--- src/rtl/mppc_gate_counter.sv ---
// Dark-count gate engine: a rising start level opens a fixed-length gate, rising edges of the
// asynchronous MPPC discriminator are counted inside it, and the result is offered via valid/ready.
module mppc_gate_counter #(
    parameter int GATE_CYCLES = 100000000,
    parameter int GATE_WIDTH  = 27,
    parameter int COUNT_WIDTH = 32
) (
    input  logic                   clk,
    input  logic                   rst_n,
    input  logic                   start_uart,
    input  logic                   pulse_in,
    input  logic                   count_ready,
    output logic                   count_valid,
    output logic [COUNT_WIDTH-1:0] count_out,
    output logic                   overflow,
    output logic                   busy,
    output logic                   gate_probe
);

    typedef enum logic [1:0] {
        IDLE  = 2'd0,
        COUNT = 2'd1,
        HOLD  = 2'd2
    } state_t;

    localparam logic [GATE_WIDTH-1:0] GATE_LAST = GATE_WIDTH'(GATE_CYCLES - 1);

    function automatic logic [COUNT_WIDTH-1:0] sat_inc(input logic [COUNT_WIDTH-1:0] v);
        return (&v) ? v : v + 1'b1;
    endfunction

    state_t                 state_q, state_d;
    logic [3:0]             sync_q, sync_d;
    logic                   start_d_q, start_d_d;
    logic [GATE_WIDTH-1:0]  gate_q, gate_d;
    logic [COUNT_WIDTH-1:0] acc_q, acc_d, acc_next;
    logic                   ovf_q, ovf_d, ovf_next;
    logic [COUNT_WIDTH-1:0] count_out_q, count_out_d;
    logic                   overflow_q, overflow_d;
    logic                   valid_q, valid_d;
    logic                   pulse_re, start_re;

    // sync_q[2:0] is the metastability chain; sync_q[3] is the previous q2 for edge detection
    assign pulse_re  = sync_q[2] & ~sync_q[3];
    assign start_re  = start_uart & ~start_d_q;
    assign sync_d    = {sync_q[2:0], pulse_in};
    assign start_d_d = start_uart;

    always_comb begin
        state_d     = state_q;
        gate_d      = gate_q;
        acc_d       = acc_q;
        ovf_d       = ovf_q;
        count_out_d = count_out_q;
        overflow_d  = overflow_q;
        valid_d     = valid_q;

        acc_next = acc_q;
        ovf_next = ovf_q;
        if (pulse_re) begin
            ovf_next = ovf_q | (&acc_q);
            acc_next = sat_inc(acc_q);
        end

        case (state_q)
            IDLE: begin
                if (start_re) begin
                    state_d = COUNT;
                    gate_d  = '0;
                    acc_d   = '0;
                    ovf_d   = 1'b0;
                end
            end
            COUNT: begin
                gate_d = gate_q + 1'b1;
                acc_d  = acc_next;
                ovf_d  = ovf_next;
                // last gate cycle: latch including a strobe landing in this very cycle
                if (gate_q == GATE_LAST) begin
                    count_out_d = acc_next;
                    overflow_d  = ovf_next;
                    valid_d     = 1'b1;
                    state_d     = HOLD;
                end
            end
            HOLD: begin
                if (count_ready) begin
                    valid_d = 1'b0;
                    state_d = IDLE;
                end
            end
            default: state_d = IDLE;
        endcase
    end

    always_ff @(posedge clk or negedge rst_n) begin
        if (!rst_n) begin
            state_q     <= IDLE;
            sync_q      <= '0;
            start_d_q   <= 1'b0;
            gate_q      <= '0;
            acc_q       <= '0;
            ovf_q       <= 1'b0;
            count_out_q <= '0;
            overflow_q  <= 1'b0;
            valid_q     <= 1'b0;
        end else begin
            state_q     <= state_d;
            sync_q      <= sync_d;
            start_d_q   <= start_d_d;
            gate_q      <= gate_d;
            acc_q       <= acc_d;
            ovf_q       <= ovf_d;
            count_out_q <= count_out_d;
            overflow_q  <= overflow_d;
            valid_q     <= valid_d;
        end
    end

    assign count_valid = valid_q;
    assign count_out   = count_out_q;
    assign overflow    = overflow_q;
    assign busy        = (state_q != IDLE);
    assign gate_probe  = (state_q == COUNT);

endmodule

--- config.mk ---
export PLATFORM = sky130hd
export DESIGN_NAME = mppc_gate_counter
export DESIGN_NICKNAME = d
export VERILOG_FILES = /design/src/rtl/mppc_gate_counter.sv
export SDC_FILE = /design/constraint.sdc
export NUM_CORES = 1
export LEC_CHECK = 0
export CORE_ASPECT_RATIO = 0.6
export CORE_MARGIN = 5
export CORE_UTILIZATION = 50
export CTS_CLUSTER_SIZE = 28
export DETAILED_ROUTE_END_ITERATION = 10
export PLACE_DENSITY = 0.7
export SETUP_SLACK_MARGIN = 0.1
export SYNTH_ARGS = -nofsm -noshare
export SYNTH_HDL_FRONTEND = slang
export SYNTH_SLANG_ARGS = --single-unit
--- constraint.sdc ---
create_clock -name clk -period 3.61 [get_ports clk]
set_clock_uncertainty 0.05 [all_clocks]
set_input_delay 1.083 -clock clk [delete_from_list [all_inputs] [get_ports clk]]
set_output_delay 1.083 -clock clk [all_outputs]
set_load 0.02 [all_outputs]
* After elaboration in Yosys (flattened, before gate mapping) *
Index checks and enable logic that the tools add are counted.

storage, ports and cells
  register bits = 101
  output and inout bits = 36

operators by class
  add/subtract/negate cells = 2
  eq/ne operators = 6
  multiplexer cells = 16
  bitwise logic cells = 5
  reductions and logical operators = 9

operators with widths
  cell                     number
  $mux W32                 3
  $pmux W32 S2             1
  $pmux W27 S2             1
  $add A32 B1 Y32 const B  1
  $reduce_and A32 Y1       1
  $add A27 B1 Y27 const B  1
  $eq A27 B27 Y1 const B   1
  $mux W27                 1
  $mux W2                  3
  $pmux W2 S3              1
  $reduce_and A3 Y1        2
  $reduce_bool A2 Y1       3
  $mux W1                  4
  $ne A2 B2 Y1 const B     2
  $pmux W1 S2              2
  $reduce_and A2 Y1        2
  $and A1 B1 Y1            2
  $eq A2 B1 Y1 const B     1
  $eq A2 B2 Y1 const B     1
  $logic_not A2 Y1         1
  $ne A2 B1 Y1 const B     1
  $not A1 Y1               2
  $or A1 B1 Y1             1

* Longest topological paths before layout *
Gate-level depths: netlist of the first run.

  word-level depth = 4
  gate-level depth with buffers = 10

* Worst setup path after synthesis of the first run *
OpenSTA, ideal clock, no wires.

  kind = input to register
  start point = in start_uart
  end point = reg gate_q[16]
  library setup time = 95 ps
  data arrival time = 2,221 ps
  data required time = 3,465 ps
  path slack = 1,243 ps
  stages on the path = 7
  buffers on the path = 2
  cell sequence = nor2b_1 > o21ba_2 > clkbuf_1 > nand2_1 > clkbuf_1 > o211ai_1 > o31ai_1

on the way
  longest elaborated chain between the ends = 3

ends and longest elaborated chain
  element                      line  RTL
  start, declared              10    input logic start_uart,
  $and A1 B1 Y1                45    assign start_re = start_uart & ~start_d_q;
  $ne A2 B2 Y1 (no line)       n/a
  $reduce_and A2 Y1 (no line)  n/a
  end signal, assigned         111   gate_q <= gate_d;
  end, declared                35    logic [GATE_WIDTH-1:0] gate_q, gate_d;

No other way between the ends.
A chain may end at the register's enable or synchronous reset.

* Worst setup path after layout of the first run *
  start point = reg state_q[1]
  end point = out gate_probe

on the way
  longest elaborated chain between the ends = 1

ends and longest elaborated chain
  element                 line  RTL
  start, declared         32    state_t state_q, state_d;
  start signal, assigned  108   state_q <= state_d;
  $eq A2 B1 Y1            124   assign gate_probe = (state_q == COUNT);
  end, declared           17    output logic gate_probe

No other way between the ends.

==> results.toml, run 1 <==
[clocking]
clk_path_buf_depth = 2
cts_buffers = 9
cts_resized = 0
cts_setup_buffers = 0
insertion_delay_ns = 0.36
cts-root-buf = "clkbuf_16"
clkSinkCount = 101
clk_pin_slew_ns = 0.07
cts_tree = "built"
postCtsHoldBufs = 0
cts_max_level = 3

[hold_path]
hold_class = "reg2reg"
min_from = "sync_q[0]"
min_to = "sync_q[1]"
min_path_cells = 0

[critical_path]
r2r_slack_ns = 0.87
crit_fanout = 7
slowest_stage = "clkdlybuf4s50_1"
criticalPathCategory = "reg2out"
worstSetupEndpointType = "primary output"
required_ns = 2.48
reg2reg_depth = 5
max_stage_delay_ns = 0.61
start_kind = "register"
crit_buf_inv = 2
worstPathCellList = "nand2b_1 -> inv_2 -> clkdlybuf4s50_1"
critPathTopFamily = "buffers and inverters"
reg2reg_from = "gate_q[19]"
crit_arrival_ns = 1.81
reg2reg_to = "count_out[10]"

[place]
gp_congestion = 0.834
dp_hpwl_mm = 8.46
io_buffers = 40
pre_cts_ws_ns = 0.748

[grt]
grt_pass1_vias = 4201
grt_pass1_wl_mm = 21.3
grt_overflow = 0
antenna_found_initial = 0
grt_max_degree = 65
grt_usage = 0.206

[sta]
holdWs_ns = 0.299
slew_headroom = 0.168
fin_tns_setup_ns = 0
maxSlewViolCount = 0
timing.final.ws_setup_ns = 0.664
final-hold-violation-count = 0
rsz0062_at_grt = "no"
max_freq_mhz = 339
setup_violations = 0
tightest_slew_ns = 1.25
period_needed_ns = 2.95
finalCritPeriodShare = 0.816

[floorplanning]
dieArea_um2 = 12900
die_h_um = 90.1
die_w_um = 143
rows = 29
start_util = 0.509
io_pins = 41
core_area_um2 = 10500

[yosys]
synth_cell_types = 61
netlist_area_um2 = 5340
netlist_instances = 560
synth-seq-cells = 101
syn_nets = 567
avgSynthCellArea_um2 = 9.54
seq_area_frac_synth = 0.473
yosysWarnings = 0
async_reset_ff_frac = 1.00
synth_edf_count = 0
ys.flop_type = "dfrtp_1"

[routing]
drc = 0
avgViaCountPerCell = 6.04
wl_met1_mm = 6.38
postRouteAntennaNets = 0
routed-via-count = 4392
drt-total-wl_mm = 12.6
dr_wl_met3_um = 655
routedWlPerCell_um = 17.3
maxUsedRoutingLayer = "met4"
met2WireLength_mm = 5.42
drt_iter0_drc = 352
drt_first_pass_iters = 5

[finish]
nNetsFinal = 590
seq_area_um2 = 2530
diodes = 0
nFillCells = 891
layout-drive-gt1-share = 0.0799
multiInputGateArea_um2 = 2560
area_growth_pct = 12.9

[power_and_ir_drop]
power_mw = 2.65
ir_worst_vdd_uv = 241
p_leak_nw = 2.56
power_per_cell_area_nw_per_um2 = 439

[status]
status = "finished, final reports clean"

[job]
cap_violations = 0
## Yosys cell counts (3+ instances only)
| cell | instances | area (um^2) |
|---|---|---|
| inv_1 | 9 | 33.8 |
| dfrtp_1 | 101 | 2530 |
| o31ai_1 | 9 | 67.6 |
| clkbuf_1 | 13 | 48.8 |
| xor2_1 | 17 | 149 |
| o21ai_1 | 36 | 180 |
| nor3_1 | 4 | 20.0 |
| nand2_1 | 80 | 300 |
| nand4_1 | 24 | 150 |
| nor2b_1 | 3 | 18.8 |
| mux2i_1 | 9 | 90.1 |
| and3_1 | 17 | 106 |
| xnor2_1 | 14 | 123 |
| nand3_1 | 39 | 195 |
| o21ai_0 | 39 | 195 |
| a21oi_1 | 16 | 80.1 |
| nor2_1 | 17 | 63.8 |
| a21o_1 | 3 | 22.5 |
| or3_1 | 9 | 56.3 |
| and2_1 | 3 | 18.8 |
| buf_2 | 5 | 25.0 |
| buf_1 | 4 | 15.0 |
| nand3_2 | 3 | 30.0 |
| nor4_1 | 3 | 18.8 |
| and4_1 | 6 | 52.6 |
| a31oi_1 | 22 | 138 |
| nand4_4 | 3 | 63.8 |
| buf_6 | 8 | 90.1 |
## layout by cell type (no fill, tap or decap), types with 2 or more instances in the layout
master	instances
clkbuf_16	9
o211ai_1	2
clkinv_2	3
clkdlybuf4s50_1	39
nand2b_1	2
nor4_4	2
inv_1	9
or3_1	9
nand3_1	39
a41oi_1	2
nand3_2	3
o21ai_1	36
and2_4	2
nor3_1	4
buf_4	6
and4_1	6
xor2_1	17
and3_1	17
ha_1	2
o21ai_0	39
nand2_1	80
a21o_1	3
nor3_4	2
o31ai_1	9
nor4_1	3
a21oi_1	16
nor2_1	17
xnor2_1	14
nand4_1	24
dfrtp_1	101
nand4_4	3
nor2b_1	3
nand4_2	2
clkinvlp_4	2
and2_1	3
a31oi_1	22
o21ba_2	2
a22o_1	2
mux2i_1	9
## routing by layer
metal  vias up  GRT usage
met2       124      0.288
met5         -          0
met1      2170      0.313
met3        13     0.0509
met4         0     0.0643
li1       2085          -
## registers in the layout, indices dropped and copies added, names as in the netlist
register and flops:
count_valid 1, ovf_q 1, start_d_q 1, state_q 2, gate_q 27, overflow 1
sync_q 4, acc_q 32, count_out 32
## final cells by class
class | count | area share
multi-input cells | 415 | 0.424
flip-flops and latches | 101 | 0.419
repair buffers | 46 | 0.0755
clock buffers | 10 | 0.0396
well taps | 139 | 0.0288
clock inverters | 6 | 0.00643
inverters | 10 | 0.00623
## metrics by stage
step,utilization,instance area (um^2),instances
2_1_floorplan,-,5340,560
3_3_place_gp,0.549,5750,711
3_5_place_dp,0.549,5750,711
4_1_cts,0.575,6030,727
5_1_grt,0.575,6030,727
6_report,0.575,6030,727
## worst max-delay path by stage
stage	end	startpoint	cells after the start	slack, ns
6_report	gate_probe	state_q[1]	3	0.66
5_1_grt	gate_probe	state_q[1]	3	0.60
4_1_cts	gate_probe	state_q[1]	3	0.67
3_5_place_dp	acc_q[10]	start_uart	6	0.75
3_3_place_gp	acc_q[10]	start_uart	6	0.81
2_1_floorplan	gate_q[16]	start_uart	7	1.24
## logic make-up (layout without fill, tap and decap cells)
logic type / after synthesis / count (layout) / share of synthesized area
adders and majority gates: 2 / 2 / 0.00468
DFF: 101 / 101 / 0.473
muxes: 9 / 9 / 0.0169
AOI/OAI and AO/OA: 142 / 142 / 0.160
buffers and inverters: 44 / 72 / 0.0480
and+or+nand+nor: 231 / 231 / 0.247
xor gates and xnor gates: 31 / 31 / 0.0508
## where the power goes
part	total, mW	switching (mW)	internal (mW)
clock	0.922	0.438	0.484
sequential	1.44	0.183	1.25
combinational	0.290	0.151	0.140
total	2.65	0.772	1.88
(Power assumes the default switching activity.)
==> inputs of run 2 (changes only) <==
clock period = 2.89 ns   (was 3.61 ns; I/O delays follow)
==> run 2 against run 1 <==
- utilization rose by 0.68 points
- flip-flop and latch count did not move
- worst setup slack got worse by 0.43 ns
- critical path type unchanged
- critical endpoint unchanged
- largest cell class unchanged
- highest routed layer unchanged
==> results.toml, run 2 (same netlist as run 1, synthesis figures left out) <==
[sta]
tightest_slew_ns = 0.548
rsz0062_at_grt = "no"
max_freq_mhz = 376
finalCritPeriodShare = 0.920
final-hold-violation-count = 0
slew_headroom = 0.635
setup_violations = 0
maxSlewViolCount = 0
fin_tns_setup_ns = 0
period_needed_ns = 2.66

[critical_path]
required_ns = 1.97
r2r_slack_ns = 0.47
start_kind = "register"
crit_fanout = 7
reg2reg_depth = 7
reg2reg_from = "acc_q[0]"
reg2reg_to = "count_out[12]"
criticalPathCategory = "reg2out"
worstSetupEndpointType = "primary output"
crit_path_start = "state_q[1]"
cp-endpoint = "gate_probe"
crit_arrival_ns = 1.74

[hold_path]
hold_class = "reg2reg"
min_path_cells = 0

[clocking]
cts_tree = "built"
cts_setup_buffers = 0
clk_pin_slew_ns = 0.07
clkSinkCount = 101
cts_resized = 0
cts-root-buf = "clkbuf_16"
cts_max_level = 3
clk_path_buf_depth = 2
insertion_delay_ns = 0.35
postCtsHoldBufs = 0
cts_buffers = 9

[finish]
diodes = 0
area_growth_pct = 14.2
layout-drive-gt1-share = 0.0908
seq_area_um2 = 2530
final_cell_mix = "101 x dfrtp_1, 80 x nand2_1, 39 x nand3_1, 39 x o21ai_0, 39 x clkdlybuf4s50_1"
nFillCells = 875
nNetsFinal = 597
fin_util = 0.582
multiInputGateArea_um2 = 2560
final_common_cell = "dfrtp_1"

[floorplanning]
die_h_um = 90.1
die_w_um = 143
io_pins = 41
rows = 29
start_util = 0.509
core_area_um2 = 10500
dieArea_um2 = 12900

[grt]
grt_max_degree = 47
grt_pass1_wl_mm = 20.9
antenna_found_initial = 0
grt_pass1_vias = 4011
grt_usage = 0.199
grt_overflow = 0

[power_and_ir_drop]
switching_share = 0.295
seq_power_share = 0.541
ir_worst_vdd_uv = 327
switchingPower_uw = 979
p_int_mw = 2.33
p_leak_nw = 2.59
power_per_cell_area_nw_per_um2 = 543
power_frac_comb = 0.108
clockPowerShare = 0.350

[place]
io_buffers = 40
gp_congestion = 0.874
dp_hpwl_mm = 8.41

[status]
status = "finished, final reports clean"

[routing]
routedWlPerCell_um = 16.5
drt_first_pass_iters = 5
drt-total-wl_mm = 12.1
routed-via-count = 4303
avgViaCountPerCell = 5.86
drt_iter0_drc = 294
postRouteAntennaNets = 0
drc = 0

[job]
cap_violations = 0
run 2: cell types whose count changed in the layout (fill, tap and decap cells not counted):
cell / previous run / this run
buf_4: 6 / 12
clkinv_2: 3 / 0
clkinv_4: 1 / 2
clkbuf_8: 1 / 0
buf_12: 1 / 2
inv_6: 0 / 3
run 2: final cells by class:
class                      instances  share of cell area
sequential                       101               0.414
tap                              139              0.0285
multi-input combinational        415               0.419
clock inverter                     7             0.00964
timing repair buffer              53              0.0853
inverter                          10             0.00615
clock buffer                       9              0.0369
run 2: critical path, cell delays in order (launching register included):
cell,delay [ns]
dfrtp_1,0.43
nand2b_1,0.20
inv_2,0.14
clkdlybuf4s50_1,0.63
run 2: power groups by stage:
stage,logic (mW),registers [mW],clock network [mW]
after floorplan,0.293,1.75,0
after detailed placement,0.360,1.81,0
after CTS,0.363,1.79,1.18
after global routing,0.419,1.83,1.25
final,0.359,1.79,1.16
after global placement,0.348,1.80,0
run 2: layer usage:
metal	GRT usage	vias up	wire length, um	part of all wire
li1	-	2095	-	-
met1	0.310	2089	6170	0.51
met2	0.279	102	5130	0.42
met3	0.0498	17	689	0.057
met4	0.0400	0	143	0.012
met5	0	-	0	0
run 2: through the flow:
| step | hold WS [ns] | worst slack [ns] | power (mW) | std cells | area (um^2) |
|---|---|---|---|---|---|
| after detailed placement | 0.288 | 0.376 | 2.17 | 718 | 5820 |
| after global placement | 0.282 | 0.406 | 2.15 | 718 | 5820 |
| after CTS | 0.314 | 0.206 | 3.33 | 734 | 6100 |
| final | 0.307 | 0.231 | 3.31 | 734 | 6100 |
| after floorplan | 0.281 | 0.739 | 2.04 | 560 | 5340 |
| after global routing | 0.327 | 0.137 | 3.50 | 734 | 6100 |
run 2: worst min path at each step:
stage | to | slack, ns | start
6_report | sync_q[1] | 0.31 | sync_q[0]
5_1_grt | sync_q[2] | 0.33 | sync_q[1]
4_1_cts | sync_q[1] | 0.31 | sync_q[0]
3_5_place_dp | sync_q[1] | 0.29 | sync_q[0]
3_3_place_gp | sync_q[2] | 0.28 | sync_q[1]
2_1_floorplan | sync_q[1] | 0.28 | sync_q[0]
